--- src/rtl/bram_stream_loader.sv ---
// bram_stream_loader: fills a banked BRAM's port A round-robin from one AXI-Stream source
module bram_stream_loader #(
  parameter int BANKS = 4,
  parameter int WIDTH = 16,
  parameter int DEPTH = 256,
  parameter int ADDR  = $clog2(DEPTH),
  parameter int WE    = WIDTH / 8,
  parameter int CNT_W = $clog2(BANKS * DEPTH) + 1
) (
  input  logic                     clk,
  input  logic                     rst,
  input  logic                     start,
  input  logic [ADDR-1:0]          cfg_base,
  input  logic [CNT_W-1:0]         cfg_len,
  output logic                     busy,
  output logic                     done,
  output logic [1:0]               err,
  output logic [CNT_W-1:0]         loaded_cnt,
  input  logic [WIDTH-1:0]         s_axis_tdata,
  input  logic                     s_axis_tvalid,
  output logic                     s_axis_tready,
  input  logic                     s_axis_tlast,
  output logic [BANKS-1:0]         ena,
  output logic [BANKS*WE-1:0]      wea,
  output logic [BANKS*ADDR-1:0]    addra,
  output logic [BANKS*WIDTH-1:0]   dina
);
  localparam int BW = BANKS > 1 ? $clog2(BANKS) : 1;
  localparam logic [CNT_W-1:0] MAX_LEN = CNT_W'(BANKS * DEPTH);
  typedef enum logic [1:0] {IDLE, LOAD, FIN} state_t;
  state_t state, state_nx;
  logic [ADDR-1:0] base, row, addr_q;
  logic [CNT_W-1:0] len;
  logic [BW-1:0] bank;
  logic [WIDTH-1:0] data_q;
  logic hs, last_beat, cfg_ok, bank_wrap;
  assign busy = state == LOAD;
  assign s_axis_tready = busy;
  assign done = state == FIN;
  assign hs = s_axis_tvalid & s_axis_tready;
  assign last_beat = loaded_cnt + CNT_W'(1) == len;
  assign cfg_ok = cfg_len != '0 && cfg_len <= MAX_LEN;
  assign bank_wrap = bank == BW'(BANKS - 1);
  assign addra = {BANKS{addr_q}};
  assign dina = {BANKS{data_q}};
  for (genvar b = 0; b < BANKS; b++) begin : g_we
    assign wea[b*WE +: WE] = {WE{ena[b]}};
  end
  // state register
  always_ff @(posedge clk)
    state <= rst ? IDLE : state_nx;
  // next state: invalid lengths skip straight to FIN; a load ends on tlast or on the len-th beat
  always_comb begin
    state_nx = state == IDLE ? (start ? (cfg_ok ? LOAD : FIN) : IDLE) :
               state == LOAD ? (hs && (s_axis_tlast || last_beat) ? FIN : LOAD) : IDLE;
  end
  // config capture, bank/row pointers, error flags and the registered write bus
  always_ff @(posedge clk) begin
    if (rst) begin
      base       <= '0;
      len        <= '0;
      row        <= '0;
      bank       <= '0;
      err        <= '0;
      loaded_cnt <= '0;
      ena        <= '0;
      addr_q     <= '0;
      data_q     <= '0;
    end else begin
      ena <= hs ? BANKS'(1) << bank : '0;
      if (hs) begin
        addr_q     <= base + row;
        data_q     <= s_axis_tdata;
        bank       <= bank_wrap ? '0 : bank + 1'b1;
        row        <= bank_wrap ? row + 1'b1 : row;
        loaded_cnt <= loaded_cnt + CNT_W'(1);
        if (s_axis_tlast || last_beat)
          err <= {last_beat & ~s_axis_tlast, s_axis_tlast & ~last_beat};
      end
      if (state == IDLE && start) begin
        base       <= cfg_base;
        len        <= cfg_len;
        err        <= cfg_ok ? 2'b00 : 2'b10;
        loaded_cnt <= '0;
        row        <= '0;
        bank       <= '0;
      end
    end
  end
endmodule

--- config.mk ---
export PLATFORM = sky130hd
export DESIGN_NAME = bram_stream_loader
export DESIGN_NICKNAME = d
export VERILOG_FILES = /design/src/rtl/bram_stream_loader.sv
export SDC_FILE = /design/constraint.sdc
export NUM_CORES = 1
export LEC_CHECK = 0
export ABC_AREA = 1
export BUFFER_PORTS_ARGS = -buffer_cell sky130_fd_sc_hd__clkbuf_2
export CORE_AREA = 3 3 90 113
export DETAILED_ROUTE_END_ITERATION = 6
export DIE_AREA = 0 0 93 116
export PLACE_DENSITY = 0.75
export SLEW_MARGIN = 20
export SYNTH_ARGS = -nofsm -noshare
export SYNTH_HDL_FRONTEND = slang
export SYNTH_SLANG_ARGS = --single-unit
--- constraint.sdc ---
create_clock -name clk -period 2.02 [get_ports clk]
set_clock_uncertainty 0.1 [all_clocks]
set_input_delay 0.404 -clock clk [delete_from_list [all_inputs] [get_ports clk]]
set_output_delay 0.404 -clock clk [all_outputs]
set_load 0.01 [all_outputs]
==> results of run 1 <==
-- placed cells by master (no fill, tap or decap), types with 2 or more instances in the layout --
| master | n |
|---|---|
| clkbuf_2 | 163 |
| nand2_1 | 96 |
| dfxtp_1 | 69 |
| inv_1 | 51 |
| a21oi_1 | 51 |
| o21ai_0 | 39 |
| nor2_1 | 38 |
| buf_4 | 17 |
| nand3_1 | 16 |
| xor2_1 | 10 |
| clkbuf_16 | 9 |
| ha_1 | 8 |
| nand2_2 | 7 |
| nor3_1 | 6 |
| inv_2 | 4 |
| nor2_4 | 4 |
| nand3_2 | 3 |
| a211oi_1 | 3 |
| xnor2_1 | 3 |
| o21bai_1 | 3 |
| nand4_1 | 3 |
| nor2_2 | 3 |
| o21ai_1 | 3 |
| clkbuf_1 | 3 |
| dfxtp_2 | 3 |
| clkinv_1 | 2 |
| nor4_1 | 2 |
| ha_4 | 2 |
| bufinv_16 | 2 |
-- state kept, by name, indices dropped and copies added (netlist names) --
name / flops
len: 11
bank: 2
loaded_cnt: 11
state: 2
row: 8
ena: 4
data_q: 16
addr_q: 8
base: 8
err: 2
-- kinds of logic (layout without fill, tap and decap cells) --
group,Yosys count,after routing,share of synthesized area [%]
fa+ha+maj,11,11,3.65
simple gates,186,186,21.3
xor+xnor,14,14,3.43
compound gates,101,101,13.1
buf+inv,154,253,22.2
flops,72,72,36.3
-- Yosys cell counts --
master	n	area, um^2
ha_1	10	125
nand2_1	97	364
inv_1	52	195
nor3_1	6	30.0
inv_2	3	11.3
clkinv_1	2	7.51
nor4_4	1	21.3
o21ai_1	1	5.00
a211oi_1	3	22.5
nor2_1	39	146
nor3b_1	1	7.51
buf_4	81	608
o21ai_0	42	210
clkbuf_1	14	52.6
or2_0	1	6.26
buf_2	1	5.00
nor2_4	3	33.8
o21bai_1	3	22.5
fa_1	1	20.0
nand4_1	3	18.8
nand3b_1	1	7.51
dfxtp_1	72	1440
nand3_2	4	40.0
and2_1	1	6.26
nand3_1	16	80.1
nor3_2	1	10.0
nor2_2	3	18.8
xnor3_1	1	22.5
buf_1	1	3.75
and3_1	1	6.26
nor4_1	2	12.5
nand2_2	6	37.5
xor2_1	10	87.6
xnor2_1	3	26.3
a21oi_1	52	260
-- worst max-delay path, delay by kind of cell, from the launching register on --
family,cells,cell delay (ps)
flip-flops,1,390
AO/OA/AOI/OAI,5,700
buffers and inverters,1,60
AND/OR/NAND/NOR,4,290
adder cells (fa/ha/maj),1,240
-- cell type report --
cell class,instances,area [um^2],area share (%)
repair buffers,180,943,19.8
multi-input cells,312,1700,35.6
clock inverters,3,65.1,1.36
well taps,123,154,3.22
clock buffers,13,250,5.24
flip-flops and latches,72,1450,30.3
inverters,57,214,4.48
-- stage by stage --
| stage | hold slack, ps | utilization, % | TNS, ps | area (um^2) | power [mW] |
|---|---|---|---|---|---|
| 6_report | 205 | 52.0 | 0 | 4770 | 3.68 |
| 5_1_grt | 215 | 52.0 | -40.3 | 4770 | 3.85 |
| 4_1_cts | 198 | 51.3 | 0 | 4710 | 3.71 |
| 3_5_place_dp | 359 | 47.9 | -25.2 | 4390 | 2.04 |
| 3_3_place_gp | 353 | 47.9 | 0 | 4390 | 2.03 |
| 2_1_floorplan | 344 | - | 0 | 3970 | 1.90 |
-- what timing repair did --
item / CTS / global route
gates resized for setup: 1 / 16
cloned: 0 / 0
hold buffers: 0 / 0
buffers inserted: 0 / 1
endpoints found under the hold margin: 0 / 0
setup endpoints to repair: 1 / 6
pin swaps: 0 / 10
-- path summary, 6_finish.rpt --
path                    startpoint          to  slack [ps]  depth (start not counted)
hold / removal    s_axis_tdata[15]  data_q[15]         200                          3
setup / recovery            row[2]   addr_q[7]         140                         11
hold reg to reg             err[0]      err[0]         360                          2
setup reg to reg            row[2]   addr_q[7]         140                         11
-- power by group through the flow --
stage	registers [mW]	clock network, mW	logic (mW)
after CTS	1.54	1.70	0.469
after global placement	1.57	0	0.458
after global routing	1.55	1.76	0.534
final	1.54	1.66	0.475
after floorplan	1.58	0	0.328
after detailed placement	1.57	0	0.466
-- routing by layer --
layer	up-vias	wire length [um]	global-route usage (%)
met5	-	0	0
met4	0	246	7.53
met3	17	576	3.70
met2	111	4990	31.2
met1	1655	3820	19.5
li1	1835	-	-
==> impl_metrics.env, run 1 <==
export IMPL_antenna_found_initial=0
export IMPL_peakVddDrop_uv=381
export IMPL_insertedDiodeCount=0
export IMPL_placeableCoreArea_um2=9170
export IMPL_synthesis_instances=538
export IMPL_gp_congestion=0.816
export IMPL_rsz0062_at_grt="yes"
export IMPL_vias_per_cell=4.76
export IMPL_grt_pass1_wl_um=14800
export IMPL_status="complete, no violations"
export IMPL_fillers=912
export IMPL_synth_seq_cells=72
export IMPL_end_kind="flop"
export IMPL_p_leak_nw=2.40
export IMPL_p_int_mw=2.80
export IMPL_crit_fanout=4
export IMPL_cp_slowest_cell="dfxtp_1"
export IMPL_grt_overflow_total=0
export IMPL_drive_above_1_share_pct=35.3
export IMPL_avgSynthCellArea_um2=7.39
export IMPL_seq_area_frac_synth_pct=36.3
export IMPL_synthDistinctLibCells=35
export IMPL_seq_power_share_pct=41.9
export IMPL_root_buffer="clkbuf_16"
export IMPL_dp_hpwl_um=7590
export IMPL_cts_sinks=72
export IMPL_clockPowerShare_pct=45.2
export IMPL_die_area_um2=10800
export IMPL_hp_class="input pin to flop"
export IMPL_crit_type="flop to flop"
export IMPL_p_switching_mw=0.888
export IMPL_cp_cell_sequence="ha_4 > a21oi_1 > nand2_1 > nand2_1 > nand2_1 > a21oi_2 > nor2_1 > o21ai_1 > a21oi_1 > o21ai_0 > inv_1"
export IMPL_routed_wl_um=9630
export IMPL_rows=39
export IMPL_die_w_um=93
export IMPL_antenna_left=0
export IMPL_worstSetupStartpointType="flop"
export IMPL_slew_viol_final=0
export IMPL_yosysWarnings=0
export IMPL_final_hold_violation_count=0
export IMPL_grt_max_degree=33
export IMPL_cts_clk_slew_worst_paths_ps=60
export IMPL_vias=3618
export IMPL_layout_cells_non_filler=760
export IMPL_place_ws_ps=-25.2
export IMPL_die_h_um=116
export IMPL_netlist_area_um2=3970
export IMPL_start_util_pct=43.3
export IMPL_numCtsBuffers=9
export IMPL_synth_fp_nets=589
export IMPL_worst_slew_pin_slew_ps=510
export IMPL_wl_per_cell_um=12.7
export IMPL_io_buffers=163
export IMPL_switching_share_pct=24.1
export IMPL_setup_viol=0
export IMPL_layout_nets=683
export IMPL_combPwrFrac_pct=12.9
export IMPL_num_io_pins=164
export IMPL_power_density_cell_area_nw_per_um2=772
export IMPL_period_minus_slack_ps=1880
export IMPL_drv_cap=0
export IMPL_slew_headroom_pct=66.0
export IMPL_drc=0
export IMPL_worstPathRequired_ps=2130
export IMPL_htreeDepth=3
export IMPL_fmax_mhz=531
export IMPL_cts_tree="built"
export IMPL_worst_path_most_repeated_cell="nand2_1"
export IMPL_area_growth_pct=20.1
export IMPL_place_inst=743
export IMPL_crit_arrival_ps=2000
export IMPL_cts_buffer_depth=2
export IMPL_setup_ws_ps=136
export IMPL_min_period_over_period_pct=93.2
export IMPL_track_usage_pct=17.3
export IMPL_first_global_vias=3188
export IMPL_first_iter_violations=170
export IMPL_slowest_delay_ps=390
export IMPL_drtPass1Iterations=4
export IMPL_insertion_delay_ps=330
No activity file was read; power rests on OpenSTA's default activity.
==> run 2: changes to the inputs <==
--- a/config.mk
+++ b/config.mk
@@ -10,8 +10,11 @@
 export CORE_AREA = 3 3 90 113
 export DETAILED_ROUTE_END_ITERATION = 6
 export DIE_AREA = 0 0 93 116
+export GPL_TIMING_DRIVEN = 0
 export PLACE_DENSITY = 0.75
+export SETUP_SLACK_MARGIN = 0.4
 export SLEW_MARGIN = 20
 export SYNTH_ARGS = -nofsm -noshare
 export SYNTH_HDL_FRONTEND = slang
 export SYNTH_SLANG_ARGS = --single-unit
+export TNS_END_PERCENT = 10
==> run 2 against run 1 <==
Compared with the run above:
- die area unchanged
- fmax decreased by 1.8%
- clock power decreased by 12%
- register-to-register slack got worse by 30 ps
- critical endpoint is now err[1]
- largest power group is now sequential cells
- highest routed layer unchanged
==> impl_metrics.env, run 2 (synthesized netlist as in run 1, its figures left out) <==
export IMPL_power_mw=3.57
export IMPL_slew_headroom_pct=61.0
export IMPL_cts_buffer_depth=2
export IMPL_drc=0
export IMPL_cts_tree="built"
export IMPL_top_regs="data_q: 16 flops, len: 11 flops, loaded_cnt: 11 flops"
export IMPL_worstSetupStartpointType="flop"
export IMPL_final_hold_violation_count=0
export IMPL_power_density_cell_area_nw_per_um2=663
export IMPL_num_io_pins=164
export IMPL_vias_per_cell=4.64
export IMPL_insertion_delay_ps=320
export IMPL_grt_pass1_wl_um=16500
export IMPL_place_inst=824
export IMPL_htreeDepth=3
export IMPL_dp_hpwl_um=8510
export IMPL_crit_fanout=4
export IMPL_track_usage_pct=19.2
export IMPL_io_buffers=163
export IMPL_die_w_um=93
export IMPL_final_cell_mix="clkbuf_2, nand2_1, buf_4"
export IMPL_drtPass1Iterations=4
export IMPL_start_util_pct=43.3
export IMPL_antenna_found_initial=0
export IMPL_rows=39
export IMPL_vias=3911
export IMPL_setup_tns_ps=0
export IMPL_grt_overflow_total=0
export IMPL_area_growth_pct=35.3
export IMPL_die_area_um2=10800
export IMPL_rsz0062_at_grt="yes"
export IMPL_status="complete, no violations"
export IMPL_min_period_over_period_pct=95.0
export IMPL_cts_sinks=72
export IMPL_place_ws_ps=-151
export IMPL_first_iter_violations=181
export IMPL_gp_congestion=0.845
export IMPL_setup_ws_ps=102
export IMPL_die_h_um=116
export IMPL_placeableCoreArea_um2=9170
export IMPL_cts_clk_slew_worst_paths_ps=50
export IMPL_p_leak_nw=2.80
export IMPL_final_common_cell="clkbuf_2"
export IMPL_layout_cells_non_filler=843
export IMPL_drv_cap=0
export IMPL_largest_reg_flops=16
export IMPL_peakVddDrop_uv=371
export IMPL_drive_above_1_share_pct=43.6
export IMPL_largest_register="data_q"
export IMPL_period_minus_slack_ps=1920
export IMPL_first_global_vias=3588
export IMPL_end_kind="flop"
export IMPL_hp_class="input pin to flop"
export IMPL_worst_slew_pin_slew_ps=584
export IMPL_crit_arrival_ps=2080
export IMPL_grt_max_degree=11
export IMPL_wl_per_cell_um=13.0
export IMPL_setup_viol=0
export IMPL_worstPathRequired_ps=2180
export IMPL_root_buffer="clkbuf_16"
export IMPL_fmax_mhz=521
export IMPL_slew_viol_final=0
export IMPL_insertedDiodeCount=0
export IMPL_layout_nets=768
export IMPL_routed_wl_um=10900
export IMPL_crit_type="flop to flop"
export IMPL_hold_worst_slack_ps=205
export IMPL_antenna_left=0
export IMPL_numCtsBuffers=9
export IMPL_r2r_setup_slack_ps=100
-- run 2: worst max-delay path: stages (launching register included) --
cell and delay (ps):
dfxtp_4 350, ha_4 270, inv_2 30, nand2_1 50
nand2_1 50, nor2_1 110, nand3_1 90, nor2_1 130
nand2_1 100, nor2_4 110, nand3_4 100, nand3_2 80
nand2_2 70, nand2_1 60, nand2_1 50, nor2_1 100
-- run 2: timing repair --
action | 4_1_cts | 5_1_grt
pin swaps | 3 | 8
buffers inserted | 3 | 2
resized for setup | 4 | 29
endpoints found under the setup margin | 40 | 52
hold buffers | 0 | 0
-- run 2: metrics by stage --
stage,util [%],cell area (um^2)
4_1_cts,57.8,5300
6_report,58.6,5380
2_1_floorplan,-,4020
3_3_place_gp,54.4,4990
3_5_place_dp,54.4,4990
5_1_grt,58.6,5380
-- run 2: power breakdown --
group	total (mW)	switching [mW]	internal (mW)
combinational	0.556	0.307	0.250
sequential	1.55	0.0599	1.49
clock	1.46	0.543	0.919
-- run 2: final cells by class --
class	instances	area, um^2
Sequential cell	72	1460
Buffer	97	676
Timing Repair Buffer	168	853
Clock buffer	14	274
Tap cell	123	154
Inverter	57	218
Multi-Input combinational cell	312	1740
Fill cell	858	3800
-- run 2: final timing paths --
check                   from         to  depth (start not counted)
max reg2reg    loaded_cnt[1]     err[1]                         15
min          s_axis_tdata[1]  data_q[1]                          3
max            loaded_cnt[1]     err[1]                         15
min reg2reg          bank[0]     ena[2]                          1
-- run 2: per-layer routing --
layer  up-vias  wire, um  track usage, %
met4         0       116            7.92
met2        95      6020            34.9
met5         -         0               0
li1       1995         -               -
met1      1811      4250            22.6
met3        10       547            2.73
==> run 3: changes to the inputs <==
--- a/config.mk
+++ b/config.mk
@@ -7,9 +7,9 @@
 export LEC_CHECK = 0
 export ABC_AREA = 1
 export BUFFER_PORTS_ARGS = -buffer_cell sky130_fd_sc_hd__clkbuf_2
-export CORE_AREA = 3 3 90 113
+export CORE_AREA = 2 2 89 112
 export DETAILED_ROUTE_END_ITERATION = 6
-export DIE_AREA = 0 0 93 116
+export DIE_AREA = 0 0 91 114
 export GPL_TIMING_DRIVEN = 0
 export PLACE_DENSITY = 0.75
 export SETUP_SLACK_MARGIN = 0.4
==> run 3 against run 2 <==
Compared with the run above:
- core utilization grew 0.64 points
- sequential share of layout area shrank 0.92 points
- cell count grew 1.9%
- setup slack gained 10 ps
- sequential power is essentially flat
- critical path depth shrank 4
- critical endpoint is now state[0]
- hold slack gained 0.58 ps
- largest power group is now clock
==> impl_metrics.env, run 3 (synthesized netlist as in run 1, its figures left out) <==
export IMPL_routed_wl_um=11300
export IMPL_cp_slowest_cell="dfxtp_4"
export IMPL_fmax_mhz=524
export IMPL_drtPass1Iterations=5
export IMPL_crit_fanout=5
export IMPL_insertion_delay_ps=330
export IMPL_largest_register="data_q"
export IMPL_status="complete, no violations"
export IMPL_drv_cap=0
export IMPL_die_w_um=91
export IMPL_final_hold_violation_count=0
export IMPL_placeableCoreArea_um2=9410
export IMPL_wl_per_cell_um=13.2
export IMPL_worstSetupStartpointType="flop"
export IMPL_power_density_cell_area_nw_per_um2=666
export IMPL_vias=4062
export IMPL_setup_viol=0
export IMPL_first_global_vias=3698
export IMPL_cts_clk_slew_worst_paths_ps=50
export IMPL_drive_above_1_share_pct=47.6
export IMPL_cts_tree="built"
export IMPL_gp_congestion=0.804
export IMPL_num_io_pins=164
export IMPL_start_util_pct=42.2
export IMPL_slew_headroom_pct=65.3
export IMPL_setup_ws_ps=112
export IMPL_rsz0062_at_grt="yes"
export IMPL_rows=40
export IMPL_grt_pass1_wl_um=17000
export IMPL_root_buffer="clkbuf_16"
export IMPL_htreeDepth=3
export IMPL_hold_worst_slack_ps=206
export IMPL_die_h_um=114
export IMPL_grt_max_degree=13
export IMPL_crit_type="flop to flop"
export IMPL_numCtsBuffers=9
export IMPL_worst_path_most_repeated_cell="nand2_2"
export IMPL_hp_class="input pin to flop"
export IMPL_final_util_pct=59.2
export IMPL_cts_buffer_depth=2
export IMPL_io_buffers=163
export IMPL_final_cell_mix="clkbuf_2, buf_4, nand2_1"
export IMPL_final_common_cell="clkbuf_2"
export IMPL_crit_arrival_ps=2000
export IMPL_cp_cell_sequence="ha_4 > nand3_2 > inv_2 > nand2_1 > xnor3_1 > nor2_1 > nand3_4 > nand2_2 > nand2_2 > nand2_2 > a21oi_2"
export IMPL_antenna_left=0
export IMPL_slowest_delay_ps=380
export IMPL_top_regs="data_q: 16 flops, len: 11 flops, loaded_cnt: 11 flops"
export IMPL_grt_overflow_total=0
export IMPL_p_leak_nw=2.89
export IMPL_antenna_found_initial=0
export IMPL_end_kind="flop"
export IMPL_cts_sinks=72
export IMPL_vias_per_cell=4.73
export IMPL_dp_hpwl_um=8460
export IMPL_die_area_um2=10400
export IMPL_track_usage_pct=20.5
export IMPL_largest_reg_flops=16
export IMPL_slew_viol_final=0
export IMPL_peakVddDrop_uv=452
export IMPL_place_ws_ps=-70.3
export IMPL_period_minus_slack_ps=1910
export IMPL_worstPathRequired_ps=2110
export IMPL_min_period_over_period_pct=94.5
export IMPL_worst_slew_pin_slew_ps=521
export IMPL_first_iter_violations=214
export IMPL_drc=0
export IMPL_layout_nets=779
export IMPL_insertedDiodeCount=0
export IMPL_area_growth_pct=40.3
[run 3: changes by cell type in the layout (fill, tap and decap cells not counted), sizes merged]
cell / before / now
bufinv: 0 / 1
clkbuf: 191 / 185
inv: 55 / 56
clkinv: 1 / 4
buf: 88 / 102
[run 3: layout make-up]
| class | instances | area (um^2) |
|---|---|---|
| tap | 126 | 158 |
| buffer | 97 | 688 |
| clock buffer | 11 | 243 |
| fill | 860 | 3830 |
| inverter | 57 | 218 |
| multi-input combinational | 312 | 1800 |
| sequential | 72 | 1460 |
| timing repair buffer | 179 | 952 |
| clock inverter | 5 | 55.1 |
[run 3: final timing paths]
check,startpoint,to,cells after the start,slack (ps)
setup / recovery,loaded_cnt[1],state[0],11,110
hold / removal,s_axis_tdata[2],data_q[2],3,210
setup reg to reg,loaded_cnt[1],state[0],11,110
hold reg to reg,bank[1],ena[1],1,350
[run 3: critical path, delay by kind of cell, from the launching register on]
family,cells,cell delay [ps]
XOR/XNOR,1,210
adder cells (fa/ha/maj),1,170
AND/OR/NAND/NOR,7,760
AO/OA/AOI/OAI,1,50
flip-flops,1,380
buffers and inverters,1,90
[run 3: timing repair]
item                                    4_1_cts  5_1_grt
gates resized for setup                      14       56
hold buffers                                  0        0
pin swaps                                     6       18
endpoints found under the setup margin       43       60
buffers inserted                              5       11
[run 3: routing by layer]
layer	track usage [%]	share of wire, %	routed length, um	vias up
met3	4.95	6.1	691	24
met2	38.8	54	6150	149
met4	7.17	2.3	257	0
li1	-	-	-	2026
met1	22.3	37	4250	1863
met5	0	0	0	-
[run 3: report_power, final]
part / internal [mW] / total [mW] / switching [mW]
clock: 0.987 / 1.58 / 0.589
combinational: 0.267 / 0.589 / 0.322
sequential: 1.49 / 1.55 / 0.0594
[run 3: per-stage QoR]
stage / power (mW) / cells / setup TNS (ps) / cell area (um^2)
6_report: 3.71 / 859 / 0 / 5570
5_1_grt: 3.87 / 859 / -6.44 / 5570
4_1_cts: 3.69 / 848 / 0 / 5370
3_5_place_dp: 2.11 / 827 / -197 / 4990
3_3_place_gp: 2.10 / 827 / -99.1 / 4990
2_1_floorplan: 1.91 / 538 / 0 / 4020
